===== config.mk =====
export PLATFORM = sky130hd
export DESIGN_NAME = fd_pipe_reg
export DESIGN_NICKNAME = d
export VERILOG_FILES = /design/src/rtl/fd_pipe_reg.sv
export SDC_FILE = /design/constraint.sdc
export NUM_CORES = 1
export LEC_CHECK = 0
export CAP_MARGIN = 20
export CORE_MARGIN = 2
export CORE_UTILIZATION = 25
export CTS_CLUSTER_SIZE = 14
export DETAILED_ROUTE_END_ITERATION = 8
export HOLD_SLACK_MARGIN = 0.15
export PLACE_DENSITY_LB_ADDON = 0.08
export SLEW_MARGIN = 0
export SYNTH_ARGS = -nofsm -noshare
export SYNTH_HDL_FRONTEND = slang
export SYNTH_SLANG_ARGS = --single-unit

===== constraint.sdc =====
create_clock -name clk -period 1.7 [get_ports clk]
set_input_delay 0.255 -clock clk [delete_from_list [all_inputs] [get_ports clk]]
set_output_delay 0.255 -clock clk [all_outputs]
set_load 0.05 [all_outputs]

===== src/rtl/fd_pipe_reg.sv =====
// IF/ID pipeline register for the 5-stage MIPS pipeline.
// Holds the fetched instruction, pc4 and the fetch address-error result, and
// derives the PC, exception code, delay-slot flag and valid bit for decode.
//
// Control semantics (evaluated at each rising edge, highest priority first):
//   clr==0   -> reset to a bubble at RESET_PC, stall counter cleared
//   flush==1 -> bubble, but pc4_d takes pc4_f so CP0 sees the redirect target
//   en==0    -> stall: all contents held, stall counter counts if valid_d
//   en==1    -> load the F-stage values
module fd_pipe_reg #(
  parameter logic [31:0] RESET_PC    = 32'h0000_3000,
  parameter logic [4:0]  EXC_ADEL    = 5'd4,
  parameter int          STALL_CNT_W = 8
) (
  input  logic                   clk,
  input  logic                   clr,
  input  logic                   en,
  input  logic                   flush,
  input  logic [31:0]            IFUOUT_f,
  input  logic [31:0]            pc4_f,
  input  logic                   WAPC_f,
  output logic [31:0]            IR_d,
  output logic [31:0]            pc4_d,
  output logic [31:0]            pc_d,
  output logic [4:0]             exc_d,
  output logic                   bd_d,
  output logic                   valid_d,
  output logic [STALL_CNT_W-1:0] stall_cnt
);

  localparam logic [31:0]            RESET_PC4 = RESET_PC + 32'd4;
  localparam logic [STALL_CNT_W-1:0] CNT_ONE   = 1;
  localparam logic [STALL_CNT_W-1:0] CNT_MAX   = '1;

  logic [5:0] op;
  logic [5:0] funct;
  logic       ir_is_branch;

  assign op    = IR_d[31:26];
  assign funct = IR_d[5:0];

  // Instruction PC is recovered from the latched pc4 (modulo 2^32).
  assign pc_d = pc4_d - 32'd4;

  // Branch/jump decode of the instruction currently held in D; feeds bd_d of
  // the next instruction loaded behind it.
  always_comb begin
    ir_is_branch = 1'b0;
    case (op)
      6'b000100, 6'b000101, 6'b000110, 6'b000111,
      6'b000001, 6'b000010, 6'b000011: ir_is_branch = 1'b1;
      6'b000000: ir_is_branch = (funct == 6'b001000) || (funct == 6'b001001);
      default:   ir_is_branch = 1'b0;
    endcase
  end

  // Pipeline register contents: reset > flush > stall > load.
  always_ff @(posedge clk) begin
    if (!clr) begin
      IR_d    <= 32'd0;
      pc4_d   <= RESET_PC4;
      exc_d   <= 5'd0;
      bd_d    <= 1'b0;
      valid_d <= 1'b0;
    end else if (flush) begin
      IR_d    <= 32'd0;
      pc4_d   <= pc4_f;
      exc_d   <= 5'd0;
      bd_d    <= 1'b0;
      valid_d <= 1'b0;
    end else if (en) begin
      // A faulting fetch is turned into a nop so decode never sees garbage.
      IR_d    <= WAPC_f ? 32'd0 : IFUOUT_f;
      exc_d   <= WAPC_f ? EXC_ADEL : 5'd0;
      pc4_d   <= pc4_f;
      bd_d    <= valid_d & ir_is_branch;
      valid_d <= 1'b1;
    end
  end

  // Saturating count of stall cycles spent holding a real instruction.
  always_ff @(posedge clk) begin
    if (!clr) begin
      stall_cnt <= '0;
    end else if (!flush && !en && valid_d && (stall_cnt != CNT_MAX)) begin
      stall_cnt <= stall_cnt + CNT_ONE;
    end
  end

endmodule


==> summary.md <==
| Metric | Value |
|---|---|
| Max_cap viols | `0` |
| # nets final | `731` |
| Avg Cell Area, Syn | `8.283 um2` |
| Chip width | `122.8 um` |
| Pre-CTS setup slack | `-491.0 ps` |
| Clock sink total | `75` |
| Fmax | `0.4118 GHz` |
| H-tree lvl count | `3` |
| Std cell rows | `43` |
| Synth cell types | `42` |
| Routability cong. | `0.7806` |
| Post-Syn Area | `3528 um2` |
| Total leakage power | `3.036 nW` |
| Post-synth top area share | `42.55%` |
| Largest net degree at the start of global routing | `39` |
| Crit path kind | `flop to output pin` |
| Synthesis Warnings | `0` |
| RSZ-0062 raised after global routing | `yes` |
| Input/output buffers | `175` |
| Setup TNS | `-13480 ps` |
| Post-Route WL | `12.05 mm` |
| Ports | `180` |
| Skew final | `4.716 ps` |
| Largest buffer count on any clock path | `2` |
| # diodes | `0` |
| Final Hold Fails | `0` |
| Largest cells by area after synthesis | `dfxtp_1 (43%), nand2_1 (7.4%), a21boi_0 (6.6%)` |
| CTS tree | `yes` |
| First-pass GRT wire length | `19.76 mm` |
| Die ar. | `15080 um2` |
| Worst-path fanout max | `3` |
| Final instance area | `7386 um2` |
| Post-synth top flop | `dfxtp_1` |
| Synth area leader | `dfxtp_1` |
| DP Wirelength | `9.045 mm` |
| 1st-pass router iterations | `4` |
| PD cells | `787.1 nW/um2` |
| Violated checks | `setup timing` |
| Arr. time, crit path | `2170 ps` |
| Reg clk slew, reported paths | `60 ps` |
| Final setup viols | `27` |
| Slew Limit Fails | `0` |
| Cells after Synth | `426` |
| TritonCTS Buffers | `9` |
| Vias | `3747` |
| Area after DPL | `6688 um2` |
| Maximum ir drop on the vdd rail | `0.4669 mV` |
| Post-synth EDFFs | `0` |
| Initial core utilization | `25.52%` |
| Drt drc | `0` |
| Initial antenna violation count | `0` |
| Crit path time final | `2428 ps` |
| FF+latch count, synth | `75` |
| Crit-path cells | `or4_4 > or2_4 > nor4_4 > xor2_4 > buf_12` |
| Die Ht | `122.8 um` |
| Layout cell share with drive strength beyond 1 | `44.36%` |
| Filler instances | `1243` |
| P&R area growth vs syn | `109.3%` |
| Util after Layout | `53.42%` |
| HP Class | `flop to flop` |
| Worst setup SP type | `flop` |
| Residual overflow from global routing | `0` |
| Crit path max-delay cell type | `or4_4` |
| Worst skew pair latency | `330 ps` |
| Crit end category | `output pin` |
| CP Data Required Time | `1440 ps` |
| CTS root buf | `clkbuf_16` |
| DRT iter0 DRCs | `115` |
| Vias in the first global route | `3847` |
| Post-route ant nets | `0` |
| Status | `complete, but fails checks` |
| Period utilisation layout | `142.9%` |
| Async set-reset flop share out of synthesis | `0%` |
| Via density | `4.434` |
| DR WL/cell | `14.27 um` |
| Placeable Area | `13830 um2` |
| Gr usage total | `16.75%` |
| Max incr delay on CP | `540 ps` |
| Final setup margin | `-728.5 ps` |
| Sequential area share after synthesis | `42.55%` |
synthesized netlist by cell type, drive strengths merged (3+ instances only):
cell type,n
a21oi,33
inv,3
nor3,11
xor2,19
nand2b,4
o211ai,3
nand2,71
nor3b,3
nand3,8
or4,5
or2,3
o31ai,3
and2,4
buf,6
nor4b,3
clkbuf,23
dfxtp,75
nor2b,34
nor2,45
xnor2,11
a21boi,31
nand4,4
nor4,9
layout make-up:
cell class / count / area (um2) / area share, %
clock buffers: 10 / 229.0 / 3.100
clock inverters: 6 / 111.4 / 1.508
inverters: 3 / 15.01 / 0.2033
multi-input cells: 322 / 2658 / 35.98
flip-flops and latches: 75 / 1548 / 20.96
well taps: 180 / 225.2 / 3.049
repair buffers: 249 / 2600 / 35.20
where the power goes:
group / total [W] / leakage, nW / internal (W) / switching [W]
logic: 0.00173 / 2.25 / 0.000795 / 0.000937
clock network: 0.00220 / 0.168 / 0.00144 / 0.000760
registers: 0.00188 / 0.622 / 0.00183 / 0.0000552
total: 0.00581 / 3.04 / 0.00406 / 0.00175
flip-flops by register name, summed over array words and instances (netlist names):
| signal | count |
|---|---|
| stall_cnt | 8 |
| bd_d | 1 |
| exc_d | 1 |
| pc4_d | 32 |
| valid_d | 1 |
| IR_d | 32 |
timing repair:
| action | CTS | global route |
|---|---|---|
| pin swaps | 32 | 19 |
| endpoints found under the setup margin | 28 | 28 |
| buffers inserted | 8 | 7 |
| gates cloned | 0 | 0 |
| hold buffers | 0 | 0 |
| gates resized for setup | 44 | 17 |
| hold endpoints to repair | 0 | 0 |
cells in the final DEF (no fill, tap or decap), types with 6 or more instances in the layout:
cell type,synthesis,layout
clkbuf_16,0,10
nor4_4,1,8
buf_6,0,16
dfxtp_4,0,6
clkdlybuf4s50_1,0,68
a21boi_0,31,31
nand2_1,70,66
xor2_4,0,15
dfxtp_1,75,50
a21oi_1,33,33
nor2b_1,34,33
buf_12,0,38
nor2_1,45,40
xnor2_4,0,7
buf_4,6,125
dfxtp_2,0,19
kinds of logic (layout without fill, tap and decap cells):
group	Yosys count	count (layout)	share of synthesized area (%)
adders and majority gates	2	2	0.7091
buffers and inverters	32	268	4.042
and+or+nand+nor	210	210	31.31
other	1	4	0.1063
DFF	75	75	42.55
AOI/OAI and AO/OA	74	74	13.26
xor gates and xnor gates	30	30	7.447
muxes	2	2	0.5674
worst paths after layout:
kind,slack [ps],start,endpoint,cells past startpoint
hold / removal,480,bd_d,bd_d,2
setup reg to reg,130,stall_cnt[0],stall_cnt[7],5
hold reg to reg,480,bd_d,bd_d,2
setup / recovery,-730,pc4_d[20],pc_d[31],5
stage by stage:
stage	power, W	hold slack, ps	std cells
3_5_place_dp	0.003562	467.0	820
5_1_grt	0.006070	485.3	845
4_1_cts	0.005874	477.5	844
6_report	0.005813	476.2	845
3_3_place_gp	0.003551	466.3	820
2_1_floorplan	0.002790	378.6	429
metal layers:
metal / share of wire, % / track usage (%) / vias up
li1: - / - / 1885
met1: 43 / 20.59 / 1732
met2: 49 / 28.18 / 118
met3: 7.2 / 5.158 / 12
met4: 1.5 / 4.741 / 0
met5: 0 / 0 / -
worst max-delay path, delay by kind of cell (launching register included):
family	cells	cell delay, ps
flip-flops	1	340
AND/OR/NAND/NOR	3	1170
XOR/XNOR	1	190
buffers and inverters	1	150
(Power assumes the default switching activity.)
